<file path="src/rtl/pmem_responder_if.sv">
`default_nettype none
`timescale 1ns/1ps
// ============================================================================
// Module      : pmem_responder_if
// Description : Line-granular physical-memory bus between a cache-side
//               initiator (master) and the memory responder (slave).
// Revision    : 1.0 - initial release
// ============================================================================
interface pmem_responder_if;
    logic         pmem_read;
    logic         pmem_write;
    logic [15:0]  pmem_address;
    logic [127:0] pmem_wdata;
    logic [127:0] pmem_rdata;
    logic         pmem_resp;
    logic         proto_err;

    modport master (
        output pmem_read, pmem_write, pmem_address, pmem_wdata,
        input  pmem_rdata, pmem_resp, proto_err
    );

    modport slave (
        input  pmem_read, pmem_write, pmem_address, pmem_wdata,
        output pmem_rdata, pmem_resp, proto_err
    );
endinterface
`default_nettype wire

</file>
<file path="src/rtl/pmem_responder.sv">
`default_nettype none
`timescale 1ns/1ps
// ============================================================================
// Module      : pmem_responder
// Description : Fixed-latency 128-bit line memory model. Accepts one read or
//               write at a time, answers with a one-cycle pmem_resp pulse
//               LATENCY edges after acceptance, flags read+write conflicts.
// Revision    : 1.0 - initial release
// ============================================================================
module pmem_responder #(
    parameter int LATENCY     = 4,
    parameter int DEPTH_LINES = 16
) (
    input  logic            clk,
    input  logic            rst_n,
    pmem_responder_if.slave bus
);

    localparam int IDX_W = $clog2(DEPTH_LINES);
    localparam int CNT_W = 4;
    localparam logic [CNT_W-1:0] C_CNT_LOAD = CNT_W'(LATENCY - 1);

    typedef enum logic [1:0] {
        IDLE = 2'd0,
        BUSY = 2'd1,
        RESP = 2'd2
    } state_t;

    state_t             r_state;
    state_t             w_next_state;
    logic [CNT_W-1:0]   r_count;
    logic               r_is_read;
    logic [IDX_W-1:0]   r_index;
    logic [127:0]       r_line;
    logic [127:0]       r_rdata;
    logic               r_resp;
    logic               r_proto_err;
    logic [127:0]       r_mem [DEPTH_LINES];

    logic               w_accept;
    logic               w_commit;
    logic               w_unused_addr;

    // A request is only looked at while idle; everything else is ignored.
    assign w_accept = (r_state == IDLE) && (bus.pmem_read || bus.pmem_write);
    // Writes land in storage on the edge that moves BUSY into RESP.
    assign w_commit = (r_state == BUSY) && (r_count == CNT_W'(1)) && !r_is_read;

    // Byte-offset and alias bits above the index do not select storage.
    assign w_unused_addr = ^{bus.pmem_address[15:4+IDX_W], bus.pmem_address[3:0]};

    assign bus.pmem_rdata = r_rdata;
    assign bus.pmem_resp  = r_resp;
    assign bus.proto_err  = r_proto_err;

    // State register.
    always_ff @(posedge clk or negedge rst_n) begin
        if (!rst_n) begin
            r_state <= IDLE;
        end else begin
            r_state <= w_next_state;
        end
    end

    // Next-state decode: IDLE -> BUSY on a request, BUSY -> RESP when the
    // countdown hits 1, RESP always falls back to IDLE.
    always_comb begin
        w_next_state = r_state;
        case (r_state)
            IDLE:    if (w_accept) w_next_state = BUSY;
            BUSY:    if (r_count == CNT_W'(1)) w_next_state = RESP;
            RESP:    w_next_state = IDLE;
            default: w_next_state = IDLE;
        endcase
    end

    // Request capture, countdown, response pulse, read data and error flag.
    always_ff @(posedge clk or negedge rst_n) begin
        if (!rst_n) begin
            r_count     <= '0;
            r_is_read   <= 1'b0;
            r_index     <= '0;
            r_line      <= '0;
            r_rdata     <= '0;
            r_resp      <= 1'b0;
            r_proto_err <= 1'b0;
        end else begin
            r_resp <= (r_state == RESP);
            if (w_accept) begin
                // A simultaneous read+write is served as a read; the write
                // data is dropped and the conflict is remembered.
                r_is_read <= bus.pmem_read;
                r_index   <= bus.pmem_address[4 +: IDX_W];
                r_line    <= bus.pmem_wdata;
                r_count   <= C_CNT_LOAD;
                if (bus.pmem_read && bus.pmem_write) begin
                    r_proto_err <= 1'b1;
                end
            end else if (r_state == BUSY) begin
                r_count <= r_count - CNT_W'(1);
            end
            if ((r_state == RESP) && r_is_read) begin
                r_rdata <= r_mem[r_index];
            end
        end
    end

    // Line storage, cleared by reset so an aborted write never lands.
    always_ff @(posedge clk or negedge rst_n) begin
        if (!rst_n) begin
            for (int i = 0; i < DEPTH_LINES; i++) begin
                r_mem[i] <= '0;
            end
        end else if (w_commit) begin
            r_mem[r_index] <= r_line;
        end
    end

endmodule
`default_nettype wire

</file>
<file path="src/flat_wrapper.sv">
// flat-port wrapper written by rule: the top's interface ports become plain ports
module pmem_responder_flat 
#(
    parameter int LATENCY     = 4,
    parameter int DEPTH_LINES = 16
)
  (clk, rst_n, bus_pmem_read, bus_pmem_write, bus_pmem_address, bus_pmem_wdata, bus_pmem_rdata, bus_pmem_resp, bus_proto_err);
  pmem_responder_if bus_i ();
  input  logic clk;
  input  logic rst_n;
  input wire logic [$bits(bus_i.pmem_read)-1:0] bus_pmem_read;
  input wire logic [$bits(bus_i.pmem_write)-1:0] bus_pmem_write;
  input wire logic [$bits(bus_i.pmem_address)-1:0] bus_pmem_address;
  input wire logic [$bits(bus_i.pmem_wdata)-1:0] bus_pmem_wdata;
  output wire logic [$bits(bus_i.pmem_rdata)-1:0] bus_pmem_rdata;
  output wire logic [$bits(bus_i.pmem_resp)-1:0] bus_pmem_resp;
  output wire logic [$bits(bus_i.proto_err)-1:0] bus_proto_err;
  assign bus_i.pmem_read = bus_pmem_read;
  assign bus_i.pmem_write = bus_pmem_write;
  assign bus_i.pmem_address = bus_pmem_address;
  assign bus_i.pmem_wdata = bus_pmem_wdata;
  assign bus_pmem_rdata = bus_i.pmem_rdata;
  assign bus_pmem_resp = bus_i.pmem_resp;
  assign bus_proto_err = bus_i.proto_err;
  pmem_responder #(.LATENCY(LATENCY), .DEPTH_LINES(DEPTH_LINES)) u_core (.clk(clk), .rst_n(rst_n), .bus(bus_i));
endmodule
</file>
<file path="config.mk">
export PLATFORM = sky130hd
export DESIGN_NAME = pmem_responder_flat
export DESIGN_NICKNAME = d
export VERILOG_FILES = /design/src/rtl/pmem_responder_if.sv /design/src/rtl/pmem_responder.sv /design/src/flat_wrapper.sv
export SDC_FILE = /design/constraint.sdc
export NUM_CORES = 2
export LEC_CHECK = 0
export ABC_CLOCK_PERIOD_IN_PS = 2600
export CAP_MARGIN = 20
export CORE_MARGIN = 3
export CORE_UTILIZATION = 61
export DETAILED_ROUTE_END_ITERATION = 8
export HOLD_SLACK_MARGIN = 0.1
export PLACE_DENSITY = 0.79
export SETUP_SLACK_MARGIN = 0.15
export SLEW_MARGIN = 5
export SYNTH_ARGS = -nofsm -noshare
export SYNTH_HDL_FRONTEND = slang
export SYNTH_SLANG_ARGS = --single-unit
</file>
<file path="constraint.sdc">
create_clock -name clk -period 2.6 [get_ports clk]
set_clock_uncertainty 0.2 [all_clocks]
set_input_delay 0.52 -clock clk [delete_from_list [all_inputs] [get_ports clk]]
set_output_delay 0.52 -clock clk [all_outputs]
set_load 0.03 [all_outputs]
</file>
* After elaboration in Yosys (flattened, before gate mapping)
Cells that the tools add are included.
** Word-level totals
- Flip-flop bits (word level) :: 2317
- Input port bits :: 148
- Word-level logic and storage cells :: 56
** Cells by class
- Add/sub/neg operators :: 1
- $lt $le $gt $ge :: 2
- Equality and inequality tests :: 5
- Muxes and demuxes :: 11
- Bitwise gates (word level) :: 1
- Reduce and logical (&&, ||, !) cells :: 12
** Operators with widths (count)
- $bwmux W2048 :: 1
- $bmux W128 S4 :: 1
- $demux W128 S4 :: 1
- $mux W128 :: 3
- $mux W4 :: 2
- $logic_and A1 B1 Y1 :: 6
- $ge A5 B5 Y1 const B :: 1
- $lt A5 B1 Y1 const B :: 1
- $not A4 Y5 :: 1
- $eq A4 B1 Y1 const B :: 1
- $mux W2 :: 2
- $ne A2 B1 Y1 const B :: 2
- $pmux W2 S2 :: 1
- $reduce_and A2 Y1 :: 2
- $sub A4 B1 Y4 const B :: 1
- $eq A2 B1 Y1 const B :: 1
- $eq A2 B2 Y1 const B :: 1
- $logic_not A2 Y1 :: 1
- $reduce_bool A2 Y1 :: 1
- $logic_not A1 Y1 :: 1
- $logic_or A1 B1 Y1 :: 1

* Logic depth before layout (Yosys ltp)
- Depth after elaboration :: 6
- Gate-level depth with buffers :: 9
- Mapped depth without buffers :: 6

* Worst setup path after synthesis
OpenSTA, ideal clock, no wires.
- Kind :: register to register
- Start :: register u_core.r_count[1]
- End :: register u_core.r_mem[1259] in the netlist's numbering
- Library setup time :: 125 ps
- Arrival time :: 2014 ps
- Required time :: 2275 ps
- Path slack :: 261 ps
- Cell stages (with the launch flop) :: 10
- Path buffers :: 3
- Cells stage by stage :: dfrtp_1 > inv_1 > ha_1 > or3b_1 > buf_2 > nor4_4 > nand2_1 > buf_2 > buf_6 > mux2_2
** Between the ends
- Longest elaborated chain between the ends :: 3
** RTL lines
- from (decl) :: line pmem_responder.sv:31 : logic [CNT_W-1:0] r_count;
- from (signal assigned) :: line pmem_responder.sv:100 : r_count <= r_count - CNT_W'(1);
- $eq A4 B1 Y1 :: line pmem_responder.sv:47 : assign w_commit = (r_state == BUSY) && (r_count == CNT_W'(1)) && !r_is_read;
- $logic_and A1 B1 Y1 (2 in series) :: line pmem_responder.sv:47
- to (signal, indexed assignment) :: line pmem_responder.sv:115 : r_mem[r_index] <= r_line;
- to (decl) :: line pmem_responder.sv:38 : logic [127:0] r_mem [DEPTH_LINES];
Every way passes these cells.
A chain may end at the register's enable or synchronous reset.

* Worst setup path after layout
- Start :: register u_core.r_count[1]
- End :: register u_core.r_mem[1013] in the netlist's numbering
Same word-level chain as after synthesis.

==> summary.json <==
{
  "critical_path.startpoint_type": {"value": "flop"},
  "endpoint_kind": {"value": "flop"},
  "initial_core_util": {"value": 61.70, "unit": "%"},
  "finalMaxSlewViolations": {"value": 0},
  "fin_worst_hold_slack": {"value": 0.1833, "unit": "ns"},
  "drt_pass1_iterations": {"value": 5},
  "synth_seq_cells": {"value": 2317},
  "netlist_top_cells_area": {"value": "dfrtp_1 57%, mux2_2 23%, mux2i_1 7.5%, mux4_2 2.8%, nand2_1 1.7%"},
  "routed_via_count_divided_by_cell_count": {"value": 6.420},
  "fp.dieW": {"value": 415.4, "unit": "µm"},
  "layout_common_cells": {"value": "2307 x dfrtp_1, 1990 x mux2_2, 768 x mux2i_1"},
  "area_delta_synth_final": {"value": 17.96, "unit": "%"},
  "synth.avg_cell_area": {"value": 14.00, "unit": "µm²"},
  "wl_per_cell": {"value": 27.74, "unit": "µm"},
  "failed_checks": {"value": "negative setup slack"},
  "max-slew-margin-rel": {"value": 47.79, "unit": "%"},
  "globalplace.congestion": {"value": 0.7738},
  "layout_min_cycle_time": {"value": 2.747, "unit": "ns"},
  "critical_path_peak_fanout": {"value": 22},
  "placeableCoreArea": {"value": 165700, "unit": "µm²"},
  "max_freq": {"value": 364.0, "unit": "MHz"},
  "hp-class": {"value": "input port to flop"},
  "die-height": {"value": 415.4, "unit": "µm"},
  "yosys.cell_types.count": {"value": 36},
  "postPlaceCellArea": {"value": 108300, "unit": "µm²"},
  "timing_worst_setup_path_type": {"value": "flop to flop"},
  "io_pins": {"value": 278},
  "layout_commonest_cell": {"value": "dfrtp_1"},
  "worst_ep_arrival_time": {"value": 3.27, "unit": "ns"},
  "fin_util": {"value": 72.78, "unit": "%"},
  "final.setup.tns": {"value": -52.75, "unit": "ns"},
  "first_global_vias": {"value": 67740},
  "clock_path_buffers": {"value": 3},
  "place.detailed.hpwl": {"value": 146.5, "unit": "mm"},
  "final_layout_size_suffix_gt1_share": {"value": 38.54, "unit": "%"},
  "synth.net_count": {"value": 7457},
  "antenna_found_initial": {"value": 3},
  "placement.io_buffers": {"value": 265},
  "cellLeakagePower": {"value": 59.50, "unit": "nW"},
  "power_per_cell_area": {"value": 1051, "unit": "nW/µm²"},
  "worst_ep_required_time": {"value": 3.12, "unit": "ns"},
  "cts_max_level": {"value": 4},
  "grt_use_total": {"value": 31.50, "unit": "%"},
  "num-nets-final": {"value": 7857},
  "finalCritPeriodShare": {"value": 105.7, "unit": "%"},
  "final.setup.worst_slack": {"value": -0.1475, "unit": "ns"},
  "ys_warnings": {"value": 0},
  "syn-cell-area": {"value": 102300, "unit": "µm²"},
  "die_area": {"value": 172600, "unit": "µm²"},
  "timing.final.setup_violations": {"value": 992},
  "clk_root_buffer_cell": {"value": "clkbuf_16"},
  "rows": {"value": 149},
  "finalWirelength": {"value": 279.7, "unit": "mm"},
  "via_count": {"value": 64730},
  "clock_latency": {"value": 0.88, "unit": "ns"},
  "starting_drt_drc_count": {"value": 5929},
  "max_cap_violations": {"value": 0},
  "antenna_left": {"value": 0},
  "clk_pin_slew_worst_paths": {"value": 0.06, "unit": "ns"},
  "max_slew.worst_pin.slew": {"value": 0.7831, "unit": "ns"},
  "final_hold_viol_count": {"value": 0},
  "run_status": {"value": "complete, but fails checks"},
  "tritoncts": {"value": "done"},
  "cts_inserted_buffers": {"value": 229},
  "synth_top_area_share": {"value": 56.70, "unit": "%"},
  "syn-instance-count": {"value": 7307},
  "drcViolationCount": {"value": 0},
  "grt_first_pass_wirelength": {"value": 417.4, "unit": "mm"},
  "grt_max_degree": {"value": 140},
  "setup_repair_after_global_routing_missed_its_margin": {"value": "yes"},
  "fin_area": {"value": 120600, "unit": "µm²"},
  "synth_top_cell_by_area": {"value": "dfrtp_1"},
  "synth_seq_area_share": {"value": 56.70, "unit": "%"},
  "ir_drop": {"value": 0.8156, "unit": "mV"},
  "finalPower": {"value": 0.1268, "unit": "W"},
  "total_clock_sinks": {"value": 2317},
  "grt-ovfl-total": {"value": 0}
}
cells by family after synthesis:
family	count (synthesis)	share of synthesized area, %
xor+xnor	3	0.02570
compound gates	601	3.893
flops	2317	56.70
fa+ha+maj	2	0.02447
mux	2944	32.89
simple gates	793	3.086
buf+inv	647	3.385
worst paths after layout:
path	from	endpoint	slack, ns	cells past startpoint
max in group asynchronous	rst_n	u_core.bus.pmem_resp$_DFF_PN0_	1.12	3
hold reg to reg	u_core.r_state[0]$_DFFE_PN0P_	u_core.bus.pmem_resp$_DFF_PN0_	0.30	1
min in group asynchronous	rst_n	u_core.r_mem[403]$_DFFE_PN0P_	0.26	3
setup / recovery	u_core.r_count[1]$_DFFE_PN0P_	u_core.r_mem[1013]$_DFFE_PN0P_	-0.15	10
setup reg to reg	u_core.r_count[1]$_DFFE_PN0P_	u_core.r_mem[1013]$_DFFE_PN0P_	-0.15	10
hold / removal	bus_pmem_wdata[127]	u_core.r_line[127]$_DFFE_PN0P_	0.18	3
critical path, cell delays in order, from the launching register on:
cell and delay (ns):
dfrtp_1 0.39, inv_2 0.08, ha_4 0.12, or3b_4 0.41
buf_12 0.15, nor4_4 0.16, buf_6 0.18, buf_4 0.18
nand2_8 0.14, buf_12 0.22, mux2_2 0.30
power breakdown:
group | leakage (nW) | internal (W) | total, W | switching [W]
Sequential | 31.7 | 0.0458 | 0.0558 | 0.0100
Clock | 3.71 | 0.0191 | 0.0333 | 0.0143
Combinational | 24.1 | 0.0180 | 0.0377 | 0.0197
per-stage QoR:
step	std cells	setup WS, ns
CTS	10040	-0.03985
floorplan	7307	0.2613
finish	10080	-0.1475
global placement	9409	-0.05959
detailed placement	9409	-0.1143
global route	10080	-0.2148
routing by layer:
| metal | track usage, % | up-vias | share of wire [%] |
|---|---|---|---|
| met5 | 0 | - | 0 |
| met4 | 12.24 | 0 | 4.0 |
| met3 | 4.953 | 571 | 6.5 |
| met2 | 52.04 | 2403 | 49 |
| met1 | 42.24 | 34490 | 41 |
| li1 | - | 27270 | - |
Yosys cell counts:
cell and number:
a221oi_1 82, a22o_1 1, a2bb2oi_1 46, a31o_2 1, a31oi_1 128, and2_0 1
and2_1 1, buf_1 10, buf_2 214, buf_4 12, buf_6 96, clkbuf_1 311
dfrtp_1 2317, ha_1 2, inv_1 4, mux2_2 2048, mux2i_1 768, mux4_2 128
nand2_1 458, nand2b_1 3, nand3_1 52, nand3b_1 3, nor2_1 262, nor2b_1 3
nor3_1 1, nor3_2 1, nor4_4 3, o211ai_1 1, o21a_1 1, o21ai_0 60
o21ai_1 25, o22ai_1 256, or3_1 1, or3b_1 1, or3b_2 3, xnor2_1 3
timing repair:
action,CTS,global route
gates cloned,53,25
endpoints found under the setup margin,2178,2103
pin swaps,5,0
resized for setup,394,33
hold endpoints to repair,2359,0
hold buffers,131,0
buffers inserted,37,11
cell type report:
class / instances / area [µm²]
flip-flops and latches: 2317 / 58000
multi-input cells: 4349 / 41440
fillers: 10100 / 45110
diodes: 8 / 20.02
clock inverters: 67 / 914.6
well taps: 2189 / 2739
inverters: 4 / 15.01
repair buffers: 806 / 10770
clock buffers: 343 / 6720
sequential cells by signal, summed over array words and instances (netlist names):
name and count:
u_core.r_state 2, u_core.bus.pmem_rdata 128, u_core.r_index 4, u_core.r_is_read 1
u_core.r_mem 2048, u_core.r_line 128, u_core.r_count 4, u_core.bus.proto_err 1
u_core.bus.pmem_resp 1
Power figures use the tool's default switching activity.
